[config.mk]
export PLATFORM = sky130hd
export DESIGN_NAME = riscq_boot_loader_flat
export DESIGN_NICKNAME = d
export VERILOG_FILES = /design/src/rtl/riscq_boot_loader_if.sv /design/src/rtl/riscq_boot_loader.sv /design/src/flat_wrapper.sv
export SDC_FILE = /design/constraint.sdc
export NUM_CORES = 1
export LEC_CHECK = 0
export BUFFER_PORTS_ARGS = -buffer_cell sky130_fd_sc_hd__buf_4
export CAP_MARGIN = 20
export CORE_MARGIN = 5
export CORE_UTILIZATION = 50
export CTS_BUF_LIST = sky130_fd_sc_hd__clkbuf_8
export CTS_CLUSTER_DIAMETER = 50
export DETAILED_ROUTE_END_ITERATION = 12
export GPL_TIMING_DRIVEN = 0
export HOLD_SLACK_MARGIN = 0.02
export PLACE_DENSITY = 0.85
export SLEW_MARGIN = 5
export SYNTH_ARGS = -nofsm -noshare
export SYNTH_HDL_FRONTEND = slang
export SYNTH_SLANG_ARGS = --single-unit
[constraint.sdc]
create_clock -name i_clk -period 3.3 [get_ports i_clk]
set_clock_uncertainty 0.2 [all_clocks]
set_input_delay 0 -clock i_clk [delete_from_list [all_inputs] [get_ports i_clk]]
set_output_delay 0 -clock i_clk [all_outputs]
set_load 0.005 [all_outputs]
[src/rtl/riscq_boot_loader_if.sv]
// riscq_boot_loader_if: host command/stream and soc init bus of the boot loader; checksum ports under RISCQ_BOOT_CHECKSUM_EN
interface riscq_boot_loader_if #(
  parameter int ADDR_W = 12,
  parameter int DATA_W = 32
);
  logic              i_cmd_valid;
  logic              o_cmd_ready;
  logic              i_cmd_sel;
  logic [ADDR_W-1:0] i_cmd_base;
  logic [ADDR_W:0]   i_cmd_len;
  logic              i_wr_valid;
  logic              o_wr_ready;
  logic [DATA_W-1:0] i_wr_data;
  logic              i_start;
  logic              i_stop;
  logic              i_clr_err;
  logic [ADDR_W-1:0] o_inst_waddr;
  logic [DATA_W-1:0] o_inst_wdata;
  logic              o_inst_we;
  logic [ADDR_W-1:0] o_data_waddr;
  logic [DATA_W-1:0] o_data_wdata;
  logic              o_data_we;
  logic              o_inst_init_done;
  logic              o_data_init_done;
  logic              o_cpu_rst;
  logic [2:0]        o_state;
  logic [1:0]        o_err_code;
`ifdef RISCQ_BOOT_CHECKSUM_EN
  logic [DATA_W-1:0] i_exp_sum;
  logic [DATA_W-1:0] o_sum;
`endif
  modport slave (
`ifdef RISCQ_BOOT_CHECKSUM_EN
    input  i_exp_sum,
    output o_sum,
`endif
    input  i_cmd_valid, i_cmd_sel, i_cmd_base, i_cmd_len, i_wr_valid, i_wr_data,
    input  i_start, i_stop, i_clr_err,
    output o_cmd_ready, o_wr_ready, o_inst_waddr, o_inst_wdata, o_inst_we,
    output o_data_waddr, o_data_wdata, o_data_we, o_inst_init_done, o_data_init_done,
    output o_cpu_rst, o_state, o_err_code
  );
  modport master (
`ifdef RISCQ_BOOT_CHECKSUM_EN
    output i_exp_sum,
    input  o_sum,
`endif
    output i_cmd_valid, i_cmd_sel, i_cmd_base, i_cmd_len, i_wr_valid, i_wr_data,
    output i_start, i_stop, i_clr_err,
    input  o_cmd_ready, o_wr_ready, o_inst_waddr, o_inst_wdata, o_inst_we,
    input  o_data_waddr, o_data_wdata, o_data_we, o_inst_init_done, o_data_init_done,
    input  o_cpu_rst, o_state, o_err_code
  );
endinterface

[src/rtl/riscq_boot_loader.sv]
// riscq_boot_loader: loads soc inst ROM / data RAM from a host stream, then boots the CPU; RISCQ_BOOT_CHECKSUM_EN adds a load checksum gate on start
module riscq_boot_loader #(
  parameter int ADDR_W      = 12,
  parameter int DATA_W      = 32,
  parameter int DEPTH       = 1024,
  parameter int RELEASE_DLY = 2
) (
  input logic i_clk,
  input logic i_rst_n,
  riscq_boot_loader_if.slave bus
);
  typedef enum logic [2:0] {IDLE = 3'd0, LOAD = 3'd1, ARM = 3'd2, RUN = 3'd3, ERR = 3'd4} state_t;
  localparam int DW = RELEASE_DLY > 1 ? $clog2(RELEASE_DLY) : 1;
  localparam logic [DW-1:0] DLY_LAST = DW'(RELEASE_DLY - 1);
  localparam logic [DW-1:0] DLY_ONE = DW'(1);
  localparam logic [ADDR_W:0] CNT_ONE = (ADDR_W + 1)'(1);
  localparam logic [ADDR_W+1:0] DEPTH_W = (ADDR_W + 2)'(DEPTH);
  state_t            state_q, state_d;
  logic              sel_q, sel_d;
  logic [ADDR_W-1:0] base_q, base_d;
  logic [ADDR_W:0]   len_q, len_d, cnt_q, cnt_d, cnt_nxt;
  logic [DW-1:0]     dly_q, dly_d;
  logic              inst_we_q, inst_we_d, data_we_q, data_we_d;
  logic [ADDR_W-1:0] waddr_q, waddr_d;
  logic [DATA_W-1:0] wdata_q, wdata_d;
  logic              done_q, done_d, cpu_rst_q, cpu_rst_d;
  logic [1:0]        err_q, err_d;
  logic              range_bad, sum_bad;
  assign cnt_nxt   = cnt_q + CNT_ONE;
  assign range_bad = ({2'b00, bus.i_cmd_base} + {1'b0, bus.i_cmd_len}) > DEPTH_W;
  assign bus.o_cmd_ready      = state_q == IDLE;
  assign bus.o_wr_ready       = state_q == LOAD;
  assign bus.o_inst_waddr     = waddr_q;
  assign bus.o_inst_wdata     = wdata_q;
  assign bus.o_inst_we        = inst_we_q;
  assign bus.o_data_waddr     = waddr_q;
  assign bus.o_data_wdata     = wdata_q;
  assign bus.o_data_we        = data_we_q;
  assign bus.o_inst_init_done = done_q;
  assign bus.o_data_init_done = done_q;
  assign bus.o_cpu_rst        = cpu_rst_q;
  assign bus.o_state          = state_q;
  assign bus.o_err_code       = err_q;
`ifdef RISCQ_BOOT_CHECKSUM_EN
  logic [DATA_W-1:0] sum_q, sum_d;
  logic              sum_clr;
  assign sum_clr   = (state_q == RUN && bus.i_stop) || (state_q == ERR && bus.i_clr_err);
  assign sum_bad   = sum_q != bus.i_exp_sum;
  assign bus.o_sum = sum_q;
  // Running sum of accepted stream words, restarted whenever the loader falls back to IDLE from RUN/ERR
  always_comb sum_d = sum_clr ? '0 : (state_q == LOAD && bus.i_wr_valid) ? sum_q + bus.i_wr_data : sum_q;
  // Checksum register
  always_ff @(posedge i_clk or negedge i_rst_n)
    if (!i_rst_n) sum_q <= '0;
    else sum_q <= sum_d;
`else
  assign sum_bad = 1'b0;
`endif
  // Next-state and registered-output logic of the boot sequencer
  always_comb begin
    state_d   = state_q;
    sel_d     = sel_q;
    base_d    = base_q;
    len_d     = len_q;
    cnt_d     = cnt_q;
    dly_d     = dly_q;
    inst_we_d = 1'b0;
    data_we_d = 1'b0;
    waddr_d   = waddr_q;
    wdata_d   = wdata_q;
    done_d    = done_q;
    cpu_rst_d = cpu_rst_q;
    err_d     = err_q;
    case (state_q)
      IDLE:
        if (bus.i_cmd_valid) begin
          sel_d   = bus.i_cmd_sel;
          base_d  = bus.i_cmd_base;
          len_d   = bus.i_cmd_len;
          cnt_d   = '0;
          state_d = bus.i_cmd_len == '0 ? IDLE : range_bad ? ERR : LOAD;
          err_d   = bus.i_cmd_len != '0 && range_bad ? 2'd1 : err_q;
        end else if (bus.i_start) begin
          state_d = sum_bad ? ERR : ARM;
          err_d   = sum_bad ? 2'd2 : err_q;
          done_d  = !sum_bad;
          dly_d   = '0;
        end
      LOAD:
        if (bus.i_wr_valid) begin
          inst_we_d = !sel_q;
          data_we_d = sel_q;
          waddr_d   = base_q + cnt_q[ADDR_W-1:0];
          wdata_d   = bus.i_wr_data;
          cnt_d     = cnt_nxt;
          state_d   = cnt_nxt == len_q ? IDLE : LOAD;
        end
      ARM: begin
        state_d   = dly_q == DLY_LAST ? RUN : ARM;
        cpu_rst_d = dly_q != DLY_LAST;
        dly_d     = dly_q + DLY_ONE;
      end
      RUN:
        if (bus.i_stop) begin
          state_d   = IDLE;
          cpu_rst_d = 1'b1;
          done_d    = 1'b0;
        end
      ERR:
        if (bus.i_clr_err) begin
          state_d = IDLE;
          err_d   = 2'd0;
        end
      default: state_d = IDLE;
    endcase
  end
  // State and output registers; async reset returns everything to the pre-boot values
  always_ff @(posedge i_clk or negedge i_rst_n)
    if (!i_rst_n) begin
      state_q   <= IDLE;
      sel_q     <= 1'b0;
      base_q    <= '0;
      len_q     <= '0;
      cnt_q     <= '0;
      dly_q     <= '0;
      inst_we_q <= 1'b0;
      data_we_q <= 1'b0;
      waddr_q   <= '0;
      wdata_q   <= '0;
      done_q    <= 1'b0;
      cpu_rst_q <= 1'b1;
      err_q     <= 2'd0;
    end else begin
      state_q   <= state_d;
      sel_q     <= sel_d;
      base_q    <= base_d;
      len_q     <= len_d;
      cnt_q     <= cnt_d;
      dly_q     <= dly_d;
      inst_we_q <= inst_we_d;
      data_we_q <= data_we_d;
      waddr_q   <= waddr_d;
      wdata_q   <= wdata_d;
      done_q    <= done_d;
      cpu_rst_q <= cpu_rst_d;
      err_q     <= err_d;
    end
endmodule
[src/flat_wrapper.sv]
// flat-port wrapper written by rule: the top's interface ports become plain ports
module riscq_boot_loader_flat 
#(
  parameter int ADDR_W      = 12,
  parameter int DATA_W      = 32,
  parameter int DEPTH       = 1024,
  parameter int RELEASE_DLY = 2
)
  (i_clk, i_rst_n, bus_i_cmd_valid, bus_i_cmd_sel, bus_i_cmd_base, bus_i_cmd_len, bus_i_wr_valid, bus_i_wr_data, bus_i_start, bus_i_stop, bus_i_clr_err, bus_o_cmd_ready, bus_o_wr_ready, bus_o_inst_waddr, bus_o_inst_wdata, bus_o_inst_we, bus_o_data_waddr, bus_o_data_wdata, bus_o_data_we, bus_o_inst_init_done, bus_o_data_init_done, bus_o_cpu_rst, bus_o_state, bus_o_err_code);
  riscq_boot_loader_if #(.ADDR_W(ADDR_W), .DATA_W(DATA_W)) bus_i ();
  input logic i_clk;
  input logic i_rst_n;
  input wire logic [$bits(bus_i.i_cmd_valid)-1:0] bus_i_cmd_valid;
  input wire logic [$bits(bus_i.i_cmd_sel)-1:0] bus_i_cmd_sel;
  input wire logic [$bits(bus_i.i_cmd_base)-1:0] bus_i_cmd_base;
  input wire logic [$bits(bus_i.i_cmd_len)-1:0] bus_i_cmd_len;
  input wire logic [$bits(bus_i.i_wr_valid)-1:0] bus_i_wr_valid;
  input wire logic [$bits(bus_i.i_wr_data)-1:0] bus_i_wr_data;
  input wire logic [$bits(bus_i.i_start)-1:0] bus_i_start;
  input wire logic [$bits(bus_i.i_stop)-1:0] bus_i_stop;
  input wire logic [$bits(bus_i.i_clr_err)-1:0] bus_i_clr_err;
  output wire logic [$bits(bus_i.o_cmd_ready)-1:0] bus_o_cmd_ready;
  output wire logic [$bits(bus_i.o_wr_ready)-1:0] bus_o_wr_ready;
  output wire logic [$bits(bus_i.o_inst_waddr)-1:0] bus_o_inst_waddr;
  output wire logic [$bits(bus_i.o_inst_wdata)-1:0] bus_o_inst_wdata;
  output wire logic [$bits(bus_i.o_inst_we)-1:0] bus_o_inst_we;
  output wire logic [$bits(bus_i.o_data_waddr)-1:0] bus_o_data_waddr;
  output wire logic [$bits(bus_i.o_data_wdata)-1:0] bus_o_data_wdata;
  output wire logic [$bits(bus_i.o_data_we)-1:0] bus_o_data_we;
  output wire logic [$bits(bus_i.o_inst_init_done)-1:0] bus_o_inst_init_done;
  output wire logic [$bits(bus_i.o_data_init_done)-1:0] bus_o_data_init_done;
  output wire logic [$bits(bus_i.o_cpu_rst)-1:0] bus_o_cpu_rst;
  output wire logic [$bits(bus_i.o_state)-1:0] bus_o_state;
  output wire logic [$bits(bus_i.o_err_code)-1:0] bus_o_err_code;
  assign bus_i.i_cmd_valid = bus_i_cmd_valid;
  assign bus_i.i_cmd_sel = bus_i_cmd_sel;
  assign bus_i.i_cmd_base = bus_i_cmd_base;
  assign bus_i.i_cmd_len = bus_i_cmd_len;
  assign bus_i.i_wr_valid = bus_i_wr_valid;
  assign bus_i.i_wr_data = bus_i_wr_data;
  assign bus_i.i_start = bus_i_start;
  assign bus_i.i_stop = bus_i_stop;
  assign bus_i.i_clr_err = bus_i_clr_err;
  assign bus_o_cmd_ready = bus_i.o_cmd_ready;
  assign bus_o_wr_ready = bus_i.o_wr_ready;
  assign bus_o_inst_waddr = bus_i.o_inst_waddr;
  assign bus_o_inst_wdata = bus_i.o_inst_wdata;
  assign bus_o_inst_we = bus_i.o_inst_we;
  assign bus_o_data_waddr = bus_i.o_data_waddr;
  assign bus_o_data_wdata = bus_i.o_data_wdata;
  assign bus_o_data_we = bus_i.o_data_we;
  assign bus_o_inst_init_done = bus_i.o_inst_init_done;
  assign bus_o_data_init_done = bus_i.o_data_init_done;
  assign bus_o_cpu_rst = bus_i.o_cpu_rst;
  assign bus_o_state = bus_i.o_state;
  assign bus_o_err_code = bus_i.o_err_code;
  riscq_boot_loader #(.ADDR_W(ADDR_W), .DATA_W(DATA_W), .DEPTH(DEPTH), .RELEASE_DLY(RELEASE_DLY)) u_core (.i_clk(i_clk), .i_rst_n(i_rst_n), .bus(bus_i));
endmodule
=== Word-level counts from Yosys, hierarchy flattened ===
Cells that the tools add are included.

* Add/subtract/negate cells: 4
* Magnitude comparators: 1
* Equality and inequality tests: 13
* Mux-type cells: 30
* Bitwise operators: 1
* Reductions and logical operators: 18

{| class="wikitable"
|+ Operators with widths
! cell !! count
|-
| 13-bit 2-to-1 mux || 2
|-
| 13-bit case mux with 2 select lines || 1
|-
| 3-bit 2-to-1 mux || 7
|-
| 3-bit case mux with 5 select lines || 1
|-
| 12-bit by 13-bit adder with 14-bit output || 1
|-
| 14-bit by 11-bit greater-than comparator with 1-bit output (second input constant) || 1
|-
| 13-bit by 1-bit adder with 13-bit output (second input constant) || 1
|-
| 13-bit equality test || 1
|-
| 13-bit zero test || 1
|-
| 13-bit nonzero test || 1
|-
| 12-bit adder || 1
|-
| 1-bit 2-to-1 mux || 12
|-
| 2-bit != test (second input constant) || 6
|-
| 4-bit AND reduction || 3
|-
| 2-bit nonzero test || 5
|-
| 3-bit by 2-bit equality test with 1-bit output (second input constant) || 2
|-
| 2-bit 2-to-1 mux || 3
|-
| 1-bit case mux with 2 select lines || 3
|-
| 2-bit AND reduction || 3
|-
| 3-bit AND reduction || 2
|-
| 2-bit case mux with 2 select lines || 1
|-
| 3-bit by 1-bit equality test with 1-bit output (second input constant) || 1
|-
| 3-bit equality test (second input constant) || 1
|-
| 3-bit zero test || 1
|-
| other kinds (6) || 6
|}

* Register bits: 93
* Input port bits: 65
* Output and inout bits: 100
* Word-level logic and storage cells: 80

=== Longest topological paths before layout ===
* Depth after elaboration: 6
* Mapped depth: 10
* Depth with buffers taken out: 10

=== Worst setup path before layout ===
Ideal clock, no wire load.

* Path type: flip-flop to flip-flop
* Start: reg u_core.cnt_q[0]
* End: reg u_core.waddr_q[10] (netlist: u_core.bus.o_data_waddr[10])
* Library setup time: 0.070 ns
* Arrival time: 2.166 ns
* Required time: 3.030 ns
* Path slack: 0.864 ns
* Stages on the path, launching flop included: 11
* Buffers on the path: 0
* Clock period less this slack: 2.436 ns
* Path through: dfrtp_1 ha_1 inv_1 fa_1 nor2b_1 o21ai_1 a21oi_1 o31a_1 o211ai_1 a2111oi_0 nand3b_1

* Word-level cells in the longest chain between the ends: 1

{| class="wikitable"
|+ Ends and longest elaborated chain
! element !! line !! RTL
|-
| start, declared || riscq_boot_loader.sv:21 || <nowiki>logic [ADDR_W:0] len_q, len_d, cnt_q, cnt_d, cnt_nxt;</nowiki>
|-
| start signal, assigned || riscq_boot_loader.sv:138 || <nowiki>cnt_q <= cnt_d;</nowiki>
|-
| 12-bit adder || riscq_boot_loader.sv:93 || <nowiki>waddr_d = base_q + cnt_q[ADDR_W-1:0];</nowiki>
|-
| end signal, assigned || riscq_boot_loader.sv:142 || <nowiki>waddr_q <= waddr_d;</nowiki>
|-
| end, declared || riscq_boot_loader.sv:24 || <nowiki>logic [ADDR_W-1:0] waddr_q, waddr_d;</nowiki>
|}

No other way between the ends.
A chain may end at the register's enable or synchronous reset.

=== Final worst setup path ===
* Start: in bus_i_cmd_base[0]
* End: reg u_core.state_q[2] (netlist: u_core.bus.o_state[2])

* Word-level cells in the longest chain between the ends: 6

{| class="wikitable"
|+ Ends and longest elaborated chain
! element !! line !! RTL
|-
| start, declared || flat_wrapper.sv:15 || <nowiki>input wire logic [$bits(bus_i.i_cmd_base)-1:0] bus_i_cmd_base;</nowiki>
|-
| 12-bit by 13-bit adder with 14-bit output || riscq_boot_loader.sv:30 || <nowiki>assign range_bad = ({2'b00, bus.i_cmd_base} + {1'b0, bus.i_cmd_len}) > DEPTH_W;</nowiki>
|-
| 14-bit by 11-bit greater-than comparator with 1-bit output || riscq_boot_loader.sv:30 ||
|-
| 3-bit 2-to-1 mux (2 in series) || riscq_boot_loader.sv:81 || <nowiki>state_d = bus.i_cmd_len == '0 ? IDLE : range_bad ? ERR : LOAD;</nowiki>
|-
| 3-bit 2-to-1 mux || riscq_boot_loader.sv:76 || <nowiki>if (bus.i_cmd_valid) begin</nowiki>
|-
| 3-bit case mux with 5 select lines || riscq_boot_loader.sv:74 || <nowiki>case (state_q)</nowiki>
|-
| end signal, assigned || riscq_boot_loader.sv:134 || <nowiki>state_q <= state_d;</nowiki>
|-
| end, declared || riscq_boot_loader.sv:18 || <nowiki>state_t state_q, state_d;</nowiki>
|}

No other way between the ends.

==> metrics.yaml <==
status:
  status: "complete, but fails checks"
  violations: "negative hold slack"
pwr:
  power_density_mw_per_mm2: 710
  internal_power_mw: 3.53
  total_power_mw: 5.48
  power_frac_seq_pct: 36.6
  vdd_drop_max_mv: 0.372
  leakagePower_nw: 3.81
  switching_share_pct: 35.5
  p_sw_mw: 1.95
  p_comb_share_pct: 50.3
  clkPwrFrac_pct: 13.1
logic_synthesis:
  yosysWarnings: 0
  synthArstFlopShare_pct: 100
  synthCells: 597
  yosysSeqAreaShare_pct: 42.4
  ys_seq_elements: 92
  synth.avg_cell_area_um2: 9.10
  synth_edf_count: 0
  ys_top_cells_by_area: "dfrtp_1 42%, nand2_1 9.6%, buf_4 6.4%"
  yosysTopAreaCell: "dfrtp_1"
  synth_cell_types: 56
  syn-num-nets: 688
  ys.flop_type: "dfrtp_1"
  synth_top_area_share_pct: 41.9
  syn_area_mm2: 0.00543
placed_design:
  io_buffer_count: 163
  pre_cts_slack_ps: 609
  dpl.hpwl_um: 11000
  place_inst: 900
  gp_congestion: 0.974
  postPlaceCellArea_mm2: 0.00683
timing:
  max_slew_margin_pct: 59.3
  clock.fmax_mhz: 320
  rsz0062_at_grt: "false"
  worstMarginPinSlew_ps: 610
  hold_viol_final: 9
  holdWs_ps: -12.8
  worst_slack_ps: 172
  finalMaxSlewViolations: 0
  period_needed_ps: 3130
  finalSetupViolCount: 0
  fin_setup_tns_ps: 0
  post-route-period-util_pct: 94.8
detailed_routing:
  routed_wl_um: 15200
  route.detailed.drc: 0
  drt_iter0_markers: 386
  ant_nets: 0
  wl_per_cell_um: 15.5
  first_pass_iters: 6
  vias: 5109
  viasPerCell: 5.20
clock_network:
  post-cts-setup-buffers: 0
  clockBufferDepth: 2
  cts-root-buf: "clkbuf_8"
  cts.reportedPaths.clkPinSlew_ps: 80
  clock-sinks: 92
  cts_tree: "done"
  worstSkewPairLatency_ps: 360
  cts.htree.levels: 3
  numCtsBuffers: 9
floorplan:
  die_area_mm2: 0.0131
  initial_core_util_pct: 50.6
  core_mm2: 0.0107
  row_count: 38
  die_h_um: 114
  ios: 165
  die_x_um: 114
finish:
  layout-drive-gt1-share_pct: 31.8
  finish.utilization_pct: 71.9
  area_growth_pct: 42.1
  final_cell_count_no_fill: 983
  layout.nets: 929
  final_area_mm2: 0.00772
  n_antenna_cell: 0
global_route:
  grt_pass1_vias: 5045
  gr-total-overflow: 0
  grt_max_degree: 93
  track_usage_pct: 23.3
  grt_pass1_wl_um: 24400
  antenna_found_initial: 0
worst_setup_path:
  end_kind: "flip-flop"
  cp.required_ps: 3350
  r2r-start: "u_core.bus.o_state[2]"
  rr_endpoint: "u_core.bus.o_state[2]"
  cp_max_fo: 3
  startpoint_type: "primary input"
  critPathKind: "primary input to flip-flop"
  arrival_ps: 3170
  r2r_cells: 9
  r2r_setup_slack_ps: 180
run:
  drv_cap: 0
hold_path:
  hold_path_class: "primary input to asynchronous set/reset pin"
==> power groups by stage <==
stage,Sequential [mW],Combinational (mW),Clock (mW)
after floorplan,1.93,1.47,0
after global placement,1.99,2.56,0
after detailed placement,2.02,2.65,0
after CTS,2.00,2.74,0.732
after global routing,2.07,3.02,0.789
final,2.01,2.76,0.716
==> Yosys cell counts (4+ instances only) <==
master	instances
ha_1	24
o211ai_1	5
nand3_1	12
inv_1	18
nand4_1	6
nor2_1	31
buf_4	46
nor3_1	12
o21ai_0	35
o31ai_1	6
xnor2_1	16
dfrtp_1	91
o21a_1	5
a211oi_1	4
a21oi_1	13
buf_2	6
clkbuf_1	13
nand2_1	139
nand2b_1	4
nor2b_1	8
xor2_1	14
mux2_2	25
o21ai_1	6
and3_1	6
==> timing repair <==
action	CTS	global route
endpoints found under the setup margin	0	1
hold buffers	66	0
gates resized for setup	0	4
endpoints found under the hold margin	159	0
==> kinds of logic (layout without fill, tap and decap cells) <==
group | Yosys count | count (layout) | synth area share [%]
compound gates | 104 | 104 | 12.5
xor+xnor | 30 | 30 | 4.84
fa+ha+maj | 26 | 26 | 6.26
buf+inv | 83 | 329 | 9.05
flops | 92 | 92 | 42.4
mux | 27 | 27 | 5.55
other cells | 1 | 1 | 0.0690
simple gates | 234 | 234 | 19.3
==> cells in the final DEF, fill, tap and decap left out, types with 3 or more instances in the layout <==
cell type,synthesis,routed
inv_1,18,18
dfrtp_1,91,91
o21a_1,5,5
a21oi_1,13,13
nand2b_1,4,4
a31oi_1,3,3
clkbuf_8,0,12
buf_4,46,209
o21ai_0,35,35
a21o_1,3,3
buf_2,6,5
clkbuf_1,13,13
o31ai_1,6,6
clkinv_2,0,3
nand3_1,12,12
a211oi_1,4,4
xnor2_1,16,16
nor3_1,12,11
nand2_1,139,139
nor2b_1,8,8
mux2_2,25,25
and2_1,3,3
nor4_2,3,3
and3_1,6,6
dlygate4sd3_1,0,66
nand4_1,6,6
xor2_1,14,14
ha_1,24,24
o21ai_1,6,6
o211ai_1,5,5
nor2_1,31,31
==> flip-flops by register name, summed over array words and instances (netlist names) <==
register	cells
u_core.bus.o_data_wdata	32
u_core.cnt_q	13
u_core.len_q	13
u_core.base_q	12
u_core.bus.o_data_waddr	12
u_core.bus.o_state	3
u_core.bus.o_cpu_rst	1
u_core.bus.o_data_init_done	1
u_core.bus.o_data_we	1
u_core.bus.o_err_code	1
u_core.bus.o_inst_we	1
u_core.dly_q	1
u_core.sel_q	1
==> layer usage <==
metal  up-vias  GRT usage [%]  wire length (µm)
met1      2364           28.8              6120
met2       221           41.0              7640
met4         0           7.52               281
li1       2491              -                 -
met3        33           4.49              1170
met5         -              0                 0
==> worst max-delay path by stage <==
stage | cells after the start | endpoint | from | slack (ps)
2_1_floorplan | 10 | u_core.bus.o_data_waddr[10] | u_core.cnt_q[0] | 860
3_3_place_gp | 10 | u_core.bus.o_data_waddr[10] | u_core.cnt_q[0] | 640
3_5_place_dp | 10 | u_core.bus.o_data_waddr[10] | u_core.cnt_q[0] | 610
4_1_cts | 13 | u_core.bus.o_state[2] | bus_i_cmd_len[0] | 130
5_1_grt | 13 | u_core.bus.o_state[2] | bus_i_cmd_base[0] | 6
6_report | 13 | u_core.bus.o_state[2] | bus_i_cmd_base[0] | 170
==> layout make-up <==
cell class,count,area (µm²)
Timing Repair Buffer,230,1900
Tap cell,140,175
Clock inverter,4,22.5
Inverter,18,67.6
Multi-Input combinational cell,422,2660
Sequential cell,92,2300
Buffer,65,427
Clock buffer,12,165
Fill cell,754,3020
==> worst max-delay path, stage by stage <==
cell and delay [ps]:
dlygate4sd3_1 550, buf_4 120, ha_1 160, inv_1 60, fa_1 400, nor2b_1 170
o31a_1 180, o211ai_1 150, a211o_1 330, o22ai_2 170, nor4b_2 220, a21oi_1 100
dlygate4sd3_1 570
No activity file was read; power rests on OpenSTA's default activity.
